<file path="config.mk">
export PLATFORM = sky130hd
export DESIGN_NAME = memory_island_port_limiter
export DESIGN_NICKNAME = d
export VERILOG_FILES = /design/src/rtl/memory_island_port_limiter.sv
export SDC_FILE = /design/constraint.sdc
export NUM_CORES = 1
export LEC_CHECK = 0
export CORE_MARGIN = 3
export CORE_UTILIZATION = 50
export CTS_BUF_LIST = sky130_fd_sc_hd__clkbuf_8
export DETAILED_ROUTE_END_ITERATION = 6
export PLACE_DENSITY = 0.86
export SLEW_MARGIN = 40
export SYNTH_ARGS = -nofsm -noshare
export SYNTH_HDL_FRONTEND = slang
export SYNTH_SLANG_ARGS = --single-unit
</file>
<file path="constraint.sdc">
create_clock -name clk_i -period 2.1 [get_ports clk_i]
set_input_delay 0.315 -clock clk_i [delete_from_list [all_inputs] [get_ports clk_i]]
set_output_delay 0.315 -clock clk_i [all_outputs]
set_load 0.05 [all_outputs]
</file>
<file path="src/rtl/memory_island_port_limiter.sv">
// rtl/memory_island_port_limiter.sv - request cut FIFO and outstanding-request limiter for one memory-island port
module memory_island_port_limiter #(
    parameter int unsigned AddrWidth      = 32,
    parameter int unsigned DataWidth      = 64,
    parameter int unsigned StrbWidth      = DataWidth / 8,
    parameter int unsigned MaxOutstanding = 4,
    parameter int unsigned RspReg         = 1
) (
    input  logic                 clk_i,
    input  logic                 rst_ni,
    input  logic                 req_i,
    output logic                 gnt_o,
    input  logic [AddrWidth-1:0] addr_i,
    input  logic                 we_i,
    input  logic [DataWidth-1:0] wdata_i,
    input  logic [StrbWidth-1:0] strb_i,
    output logic                 rvalid_o,
    output logic [DataWidth-1:0] rdata_o,
    output logic                 mem_req_o,
    input  logic                 mem_gnt_i,
    output logic [AddrWidth-1:0] mem_addr_o,
    output logic                 mem_we_o,
    output logic [DataWidth-1:0] mem_wdata_o,
    output logic [StrbWidth-1:0] mem_strb_o,
    input  logic                 mem_rvalid_i,
    input  logic [DataWidth-1:0] mem_rdata_i,
    output logic                 busy_o,
    output logic                 rsp_err_o
);

    localparam int unsigned CntWidth   = $clog2(MaxOutstanding + 1);
    localparam int unsigned EntryWidth = AddrWidth + 1 + DataWidth + StrbWidth;

    if (MaxOutstanding < 1) begin : g_bad_max_outstanding
        $error("MaxOutstanding must be at least 1");
    end

    logic [EntryWidth-1:0] entry_q [2];
    logic                  wr_ptr_q;
    logic                  rd_ptr_q;
    logic [1:0]            occ_q;
    logic [CntWidth-1:0]   count_q;
    logic                  rsp_err_q;

    logic empty;
    logic full;
    logic push;
    logic pop;
    logic below_limit;
    logic rsp_counted;

    // All upstream/downstream handshakes are built from registered state only,
    // so mem_gnt_i never reaches gnt_o combinationally.
    assign empty       = (occ_q == 2'd0);
    assign full        = (occ_q == 2'd2);
    assign below_limit = (count_q < CntWidth'(MaxOutstanding));
    assign gnt_o       = !full;
    assign mem_req_o   = !empty && below_limit;
    assign push        = req_i && gnt_o;
    assign pop         = mem_req_o && mem_gnt_i;
    assign rsp_counted = mem_rvalid_i && (count_q != '0);
    assign busy_o      = !empty || (count_q != '0);
    assign rsp_err_o   = rsp_err_q;

    assign {mem_addr_o, mem_we_o, mem_wdata_o, mem_strb_o} = entry_q[rd_ptr_q];

    // Two-entry request FIFO: storage, pointers and occupancy.
    always_ff @(posedge clk_i or negedge rst_ni) begin
        if (!rst_ni) begin
            entry_q[0] <= '0;
            entry_q[1] <= '0;
            wr_ptr_q   <= 1'b0;
            rd_ptr_q   <= 1'b0;
            occ_q      <= 2'd0;
        end else begin
            if (push) begin
                entry_q[wr_ptr_q] <= {addr_i, we_i, wdata_i, strb_i};
                wr_ptr_q          <= ~wr_ptr_q;
            end
            if (pop) begin
                rd_ptr_q <= ~rd_ptr_q;
            end
            case ({push, pop})
                2'b10:   occ_q <= occ_q + 2'd1;
                2'b01:   occ_q <= occ_q - 2'd1;
                default: occ_q <= occ_q;
            endcase
        end
    end

    // Outstanding counter; a response with nothing outstanding flags an error instead of underflowing.
    always_ff @(posedge clk_i or negedge rst_ni) begin
        if (!rst_ni) begin
            count_q   <= '0;
            rsp_err_q <= 1'b0;
        end else begin
            case ({pop, rsp_counted})
                2'b10:   count_q <= count_q + CntWidth'(1);
                2'b01:   count_q <= count_q - CntWidth'(1);
                default: count_q <= count_q;
            endcase
            if (mem_rvalid_i && (count_q == '0)) begin
                rsp_err_q <= 1'b1;
            end
        end
    end

    if (RspReg != 0) begin : g_rsp_reg
        logic                 rvalid_q;
        logic [DataWidth-1:0] rdata_q;

        // Registered response path; data is held between responses.
        always_ff @(posedge clk_i or negedge rst_ni) begin
            if (!rst_ni) begin
                rvalid_q <= 1'b0;
                rdata_q  <= '0;
            end else begin
                rvalid_q <= mem_rvalid_i;
                if (mem_rvalid_i) begin
                    rdata_q <= mem_rdata_i;
                end
            end
        end

        assign rvalid_o = rvalid_q;
        assign rdata_o  = rdata_q;
    end else begin : g_rsp_comb
        assign rvalid_o = mem_rvalid_i;
        assign rdata_o  = mem_rdata_i;
    end

endmodule

</file>
== Yosys cells after proc, flatten, opt, wreduce, memory -nomap -nowiden ==
Cells that the tools add are included.
Word-level totals
  bits of input ports: 174
  logic and storage cells: 48
  output and inout port bits: 174
  flip-flop bits (word level): 283
Cells by class
  add/sub/neg operators: 4
  bitwise gates (word level): 4
  multiplexer cells: 8
  $lt $le $gt $ge: 4
  reductions and logical operators: 14
  equality and inequality tests: 5
Operators by type and width (number)
  2-to-1 mux 105 bit: 4
  bitwise mux 210 bit: 1
  demux 105 bit (select 1 bit): 1
  == test 2 bit, second input constant: 3
  logical AND 1 bit: 6
  one-hot mux 3 bit (2 select lines): 1
  == test 2 x 1 -> 1 bit, second input constant: 2
  >= comparator 2 bit, second input constant: 2
  inverter 1 -> 2 bit: 2
  one-hot mux 2 bit (2 select lines): 1
  nonzero test 2 bit: 2
  adder 3 x 1 -> 3 bit, second input constant: 1
  logical NOT 3 bit: 1
  less-than comparator 3 bit, second input constant: 1
  nonzero test 3 bit: 1
  subtractor 3 x 1 -> 3 bit, second input constant: 1
  adder 2 x 1 -> 2 bit, second input constant: 1
  logical NOT 1 bit: 2
  logical NOT 2 bit: 1
  less-than comparator 2 x 1 -> 1 bit, second input constant: 1
  inverter 1 bit: 2
  subtractor 2 x 1 -> 2 bit, second input constant: 1
  logical OR 1 bit: 1

== Longest topological paths before layout ==
Gate-level depths: netlist of the first run.
  word-level depth: 6
  mapped depth: 9
  mapped depth without buffers: 8

== Worst setup path before layout of the first run ==
OpenSTA, ideal clock, no wires.
  path kind: input to register
  start: in mem_rvalid_i
  end: reg count_q[2]
  required time: 2021 ps
  setup slack: 59 ps
  cell stages on the path: 9
  arrival: 1962 ps
  cell sequence: clkbuf_1 -> buf_2 -> nor2b_1 -> ha_1 -> inv_1 -> fa_1 -> xor2_1 -> nor2_1 -> xor2_1
On the way
  longest elaborated chain between the ends: 3
  elaborated cells between the ends (all ways): 5
  those cells by class: 2 x eq/ne; 1 x mux; 2 x reduce/logical
Ends and longest elaborated chain
  from (decl): RTL line 25  | input logic mem_rvalid_i,
  logical AND 1 bit *: RTL line 61  | assign rsp_counted = mem_rvalid_i && (count_q != '0);
  == test 2 x 1 -> 1 bit or == test 2 bit (tied branches): RTL line 97  | case ({pop, rsp_counted})
  one-hot mux 3 bit (2 select lines) or nonzero test 2 bit (tied branches)
  to (signal assigned): RTL line 98  | 2'b10: count_q <= count_q + CntWidth'(1);
  to (signal assigned): RTL line 99  | 2'b01: count_q <= count_q - CntWidth'(1);
  to (signal assigned): RTL line 100  | default: count_q <= count_q;
  to (decl): RTL line 42  | logic [CntWidth-1:0] count_q;
Every way passes the cells marked *; elsewhere a longest branch is shown, timed or not.
A chain may end at the register's enable or synchronous reset.

== Worst setup path in the final report of the first run ==
  start: reg rd_ptr_q
  end: out mem_wdata_o[38]
On the way
  longest elaborated chain between the ends: 4
Ends and longest elaborated chain
  from (decl): RTL line 40  | logic rd_ptr_q;
  from (signal assigned): RTL line 81  | rd_ptr_q <= ~rd_ptr_q;
  inverter 1 -> 2 bit (implied by the code): RTL line 65  | assign {mem_addr_o, mem_we_o, mem_wdata_o, mem_strb_o} = entry_q[rd_ptr_q];
  2-to-1 mux 105 bit (implied by the code) (3 in a row): RTL line 65
  to (decl): RTL line 23  | output logic [DataWidth-1:0] mem_wdata_o,
No other way between the ends. The select of a mux whose other input is x is not followed.

==> impl_metrics.ini, run 1 <==
[layout]
design_area_um2 = 17400
syn2layout_area_growth_pct = 41.0
finalNetCount = 1295
drive_gt1_frac = 0.513
post-route-util = 0.730

[clock_network]
clockRootBuffer = clkbuf_8
htreeDepth = 2
cts_buffers = 47
clkSinkCount = 283
cts_tree = yes
path_clk_slew_ns = 0.06
clock_latency_ns = 0.54
clockBufferDepth = 3

[drt]
drt_iter0_markers = 327
wl_mm = 31.5
wl_per_cell_um = 21.4
route.vias.total = 7553
firstDrtPassIters = 4
drc_errors = 0
viasPerCell = 5.13
ant_nets = 0

[floorplanning]
core_um2 = 23900
rows = 56
die_area_um2 = 26700
initial_utilization = 0.518
dieHeight_um = 163
ios = 348
fp.dieW_um = 163

[timing]
max_freq_mhz = 456
fin_setup_tns_ns = -4.69
setup_slack_ns = -0.0929
fin_crit_sh = 1.04
grt_setup_unrepaired = true
setup_viol = 99
fin_skew_ns = 0.0217
slew_violations = 0
hold_viol = 0
relSlewSlack = 0.461
finalCriticalPeriod_ns = 2.19
tightest_slew_ns = 0.808

[outcome]
status = finished, violations left
violations = negative setup slack

[logic_synthesis]
synth_common_cells = dfrtp_1 (283), mux2_2 (279), mux2_4 (100), buf_12 (12), buf_4 (10)
yosysMostFrequentCell = dfrtp_1
synth_area_leaders = dfrtp_1 (57%), mux2_2 (25%), mux2_4 (12%)
synth_area_per_cell_um2 = 16.8
synthCells = 734
synth_fa_ha_area_frac = 0.00364
yosysSeqAreaShare = 0.573
synth_mux_area_frac = 0.376
synth_simple_gate_area_frac = 0.00506
yosys.area.top_type = dfrtp_1
netlist.area_leader.share = 0.573
ys_warn_count = 0
syn_nets = 911
synth-edff-count = 0
ys_types = 24
synth-xor-area-share = 0.00567
synthesis.area_um2 = 12400
synth_seq_cells = 283
synth_ff_type = dfrtp_1
async_flop_share = 1.00
synth_compound_area_frac = 0.00142
synth_top_family_by_area = multiplexers

[place]
dpl.hpwl_mm = 20.9
post-place-ws_ns = 0.114
place_area_um2 = 15900
gp_congestion = 0.733
port_buffers = 347

[grt]
track_usage = 0.228
antenna_found_initial = 1
grt_pass1_wl_mm = 47.9
grt_max_degree = 72
overflow = 0
grt_pass1_vias = 8573

[critical_path]
cpMaxStageDelayCell = dfrtp_4
critical-path-max-stage-delay_ns = 0.52
path_class = flop to output pin
path_cells = buf_12, clkbuf_16, mux2_2, buf_6
start_kind = flop
rrSetupSlack_ns = 0.16
cp_data_required_time_ns = 1.78
crit_fanout = 19
crit_arrival_ns = 1.88
cp-end-kind = output pin

[min_path]
hp-class = input port to asynchronous set/reset pin

[flow_run]
maxCapViolCount = 0

[power]
ir_drop_mv = 1.44
finalPower_mw = 32.8
power.density_cell_area_nw_per_um2 = 1880
power.leakage_nw = 7.78
-- flip-flops by register name, summed over array words and instances (netlist names) --
signal     cells
wr_ptr_q       1
entry_q      210
rd_ptr_q       1
occ_q          2
rsp_err_o      1
rvalid_o       1
rdata_o       64
count_q        3
-- cell type report --
cell class,instances,area (µm²)
multi-input cells,404,4890
flip-flops and latches,283,7090
inverters,4,15.0
repair buffers,378,4070
clock buffers,65,895
well taps,319,399
diodes,1,2.50
clock inverters,19,72.6
fillers,1460,6450
-- what timing repair did --
item,4_1_cts,5_1_grt
gates cloned,0,3
resized for setup,89,29
endpoints found under the setup margin,109,118
hold endpoints to repair,51,0
buffers inserted,0,4
hold buffers,1,0
-- cell usage in the layout (no fill, tap or decap), types with 2 or more instances in the layout --
cell type	count
inv_1	22
dfrtp_1	282
clkbuf_8	65
clkbuf_16	3
xor2_1	3
nor2_1	3
dlygate4sd2_1	3
buf_12	14
xnor2_1	5
nand2_1	3
buf_4	28
buf_16	2
mux2_2	271
buf_6	91
mux2_4	108
clkdlybuf4s50_1	222
dlymetal6s2s_1	12
-- worst paths after layout --
check / endpoint / startpoint / depth (start not counted)
max: mem_wdata_o[38] / rd_ptr_q$_DFFE_PN0P_ / 4
min: entry_q[154]$_DFFE_PN0P_ / rst_ni / 2
max reg2reg: count_q[2]$_DFFE_PN0P_ / occ_q[0]$_DFFE_PN0P_ / 8
min reg2reg: rsp_err_o$_DFFE_PN0P_ / rsp_err_o$_DFFE_PN0P_ / 1
max in group asynchronous: rd_ptr_q$_DFFE_PN0P_ / rst_ni / 3
min in group clk_i: count_q[0]$_DFFE_PN0P_ / mem_rvalid_i / 4
-- worst max-delay path: cells and delay by family (launching register included) --
| kind | cells | cell delay (ns) |
|---|---|---|
| muxes | 1 | 0.31 |
| buffers and inverters | 3 | 0.50 |
| DFF | 1 | 0.52 |
-- power breakdown --
part	switching, mW	internal, mW
logic	10.3	8.55
clock network	2.13	2.73
registers	1.26	7.78
-- per-stage QoR --
step,hold slack (ns),cells
after floorplan,0.0194,734
after global placement,0.230,1380
after detailed placement,0.234,1380
after CTS,0.238,1465
after global routing,0.278,1473
final,0.288,1473
-- layer usage --
metal | routed length [µm] | track usage | up-vias
met1 | 12100 | 0.273 | 3832
met5 | 0 | 0 | -
met4 | 760 | 0.0669 | 0
met3 | 2850 | 0.0837 | 50
met2 | 15800 | 0.387 | 282
li1 | - | - | 3389
-- kinds of logic after synthesis --
kind of cell | Yosys count
muxes | 380
adders and majority gates | 3
and+or+nand+nor | 11
xor gates and xnor gates | 8
AOI/OAI and AO/OA | 2
DFF | 283
buffers and inverters | 47
No activity file was read; power rests on OpenSTA's default activity.
==> run 2: changes to the inputs <==
--- a/config.mk
+++ b/config.mk
@@ -6,10 +6,10 @@
 export NUM_CORES = 1
 export LEC_CHECK = 0
 export CORE_MARGIN = 3
-export CORE_UTILIZATION = 50
-export CTS_BUF_LIST = sky130_fd_sc_hd__clkbuf_8
+export CORE_UTILIZATION = 48
+export CTS_BUF_LIST = sky130_fd_sc_hd__clkbuf_4 sky130_fd_sc_hd__clkbuf_8 sky130_fd_sc_hd__clkbuf_16
 export DETAILED_ROUTE_END_ITERATION = 6
-export PLACE_DENSITY = 0.86
+export PLACE_DENSITY = 0.83
 export SLEW_MARGIN = 40
 export SYNTH_ARGS = -nofsm -noshare
 export SYNTH_HDL_FRONTEND = slang
==> constraint.sdc (replaced) <==
create_clock -name clk_i -period 2.1 [get_ports clk_i]
set_input_delay 0.21 -clock clk_i [delete_from_list [all_inputs] [get_ports clk_i]]
set_output_delay 0.21 -clock clk_i [all_outputs]
set_load 0.05 [all_outputs]
==> run 2 against run 1 <==
The flow now finishes without violations; via count rose by 0.37%; sequential power hardly changed; cell area increased by 0.61%; sequential cell count unchanged; critical endpoint is now mem_addr_o[16]; largest power group unchanged; highest routed layer unchanged.
==> impl_metrics.ini, run 2 (synthesis results as in run 1) <==
[power]
p_comb_frac = 0.564
power.density_cell_area_nw_per_um2 = 1910
p_seq_frac = 0.269
clkPwrFrac = 0.167
p_int_mw = 19.8
switching_share = 0.411
power.leakage_nw = 7.63
ir_drop_mv = 1.34
netSwitchingPower_mw = 13.8

[drt]
firstDrtPassIters = 4
wl_per_cell_um = 21.5
wl_mm = 31.3
route.vias.total = 7581
viasPerCell = 5.20
ant_nets = 0
drc_errors = 0
drt_iter0_markers = 348

[layout]
top_register = entry_q
design_area_um2 = 17500
syn2layout_area_growth_pct = 41.9
finalNetCount = 1280
insertedDiodeCount = 0
fin_cells = 1457
final_cell_mix = dfrtp_1 (282), mux2_2 (277), clkdlybuf4s50_1 (237), mux2_4 (102), buf_6 (81)
drive_gt1_frac = 0.516
largest_reg_flops = 210
final_common_cell = dfrtp_1

[outcome]
status = finished clean

[clock_network]
path_clk_slew_ns = 0.06
htreeDepth = 1
cts_tree = yes
clkSinkCount = 283
clock_latency_ns = 0.54
cts_buffers = 30
clockBufferDepth = 3
clockRootBuffer = clkbuf_16

[place]
place_area_um2 = 15900
port_buffers = 347
gp_congestion = 0.764
dpl.hpwl_mm = 20.3
dp_cells = 1389

[floorplanning]
initial_utilization = 0.490
core_um2 = 25300
rows = 58
die_area_um2 = 27700
dieHeight_um = 167
fp.dieW_um = 167
ios = 348

[timing]
relSlewSlack = 0.591
hold_viol = 0
fin_setup_tns_ns = 0
max_freq_mhz = 478
fin_skew_ns = 0.00676
finalCriticalPeriod_ns = 2.09
grt_setup_unrepaired = true
setup_viol = 0
slew_violations = 0
fin_crit_sh = 0.995
tightest_slew_ns = 0.612

[critical_path]
path_class = flop to output pin
cp_data_required_time_ns = 1.89
cp-end-kind = output pin
crit_arrival_ns = 1.88
worst-r2r-cell-count = 8
crit_fanout = 12
start_kind = flop

[grt]
overflow = 0
grt_pass1_vias = 8233
track_usage = 0.207
antenna_found_initial = 0
grt_max_degree = 67
grt_pass1_wl_mm = 46.5

[min_path]
hp-class = input port to asynchronous set/reset pin

[flow_run]
maxCapViolCount = 0
[run 2: cell count changes in the layout (fill, tap and decap cells not counted), sizes merged]
cell           before  now
buf               137  136
bufinv              0    3
clkbuf             68   49
clkdlybuf4s50     222  237
clkinv              1    6
clkinvlp            0    3
diode               1    0
dlygate4sd2         3    1
dlymetal6s2s       12    0
inv                22    4
[run 2: final cells by class]
class	instances	area [µm²]
fill	1694	7710
sequential	283	7090
multi-input combinational	404	4870
timing repair buffer	380	4090
clock buffer	44	930
tap	330	413
clock inverter	12	143
inverter	4	15.0
[run 2: per-layer routing]
metal  track usage  vias to the layer above  part of all wire
li1              -                     3343                 -
met1         0.270                     3911              0.40
met2         0.343                      279              0.50
met3        0.0622                       48             0.074
met4        0.0524                        0             0.023
met5             0                        -                 0
[run 2: power by group through the flow]
stage	Combinational (mW)	Clock [mW]	Sequential, mW
after global routing	19.7	5.96	9.33
after global placement	17.0	0	8.92
after detailed placement	17.2	0	9.02
after CTS	17.3	5.71	9.01
final	18.9	5.60	9.03
after floorplan	12.6	0	9.11
[run 2: through the flow]
stage | total power, mW | hold WS [ns] | worst slack (ns) | utilization
after floorplan | 21.7 | -0.0856 | 0.139 | -
after global placement | 25.9 | 0.187 | 0.240 | 0.628
after detailed placement | 26.2 | 0.187 | 0.124 | 0.628
after CTS | 32.0 | 0.201 | -0.0598 | 0.671
after global routing | 35.0 | 0.224 | -0.0455 | 0.695
final | 33.5 | 0.209 | 0.00981 | 0.695
[run 2: final timing paths]
check	startpoint	endpoint	slack, ns
min	rst_ni	entry_q[154]$_DFFE_PN0P_	0.21
max in group asynchronous	rst_ni	entry_q[131]$_DFFE_PN0P_	1.18
min reg2reg	rsp_err_o$_DFFE_PN0P_	rsp_err_o$_DFFE_PN0P_	0.48
max reg2reg	occ_q[1]$_DFFE_PN0P_	count_q[2]$_DFFE_PN0P_	0.13
max	rd_ptr_q$_DFFE_PN0P_	mem_addr_o[16]	0.01
min in group clk_i	mem_rvalid_i	rvalid_o$_DFF_PN0_	0.22
[run 2: critical path, stage by stage (launching register included)]
cell,delay (ns)
dfrtp_4,0.47
buf_12,0.15
buf_12,0.17
mux2_2,0.35
buf_4,0.19
[run 2: repair_timing]
item                                    CTS  global route
cloned                                    0             9
pin swaps                                 0             0
hold buffers                              1             0
endpoints found under the setup margin  104           106
endpoints found under the hold margin    51             0
buffers inserted                          0             2
gates resized for setup                   1            96
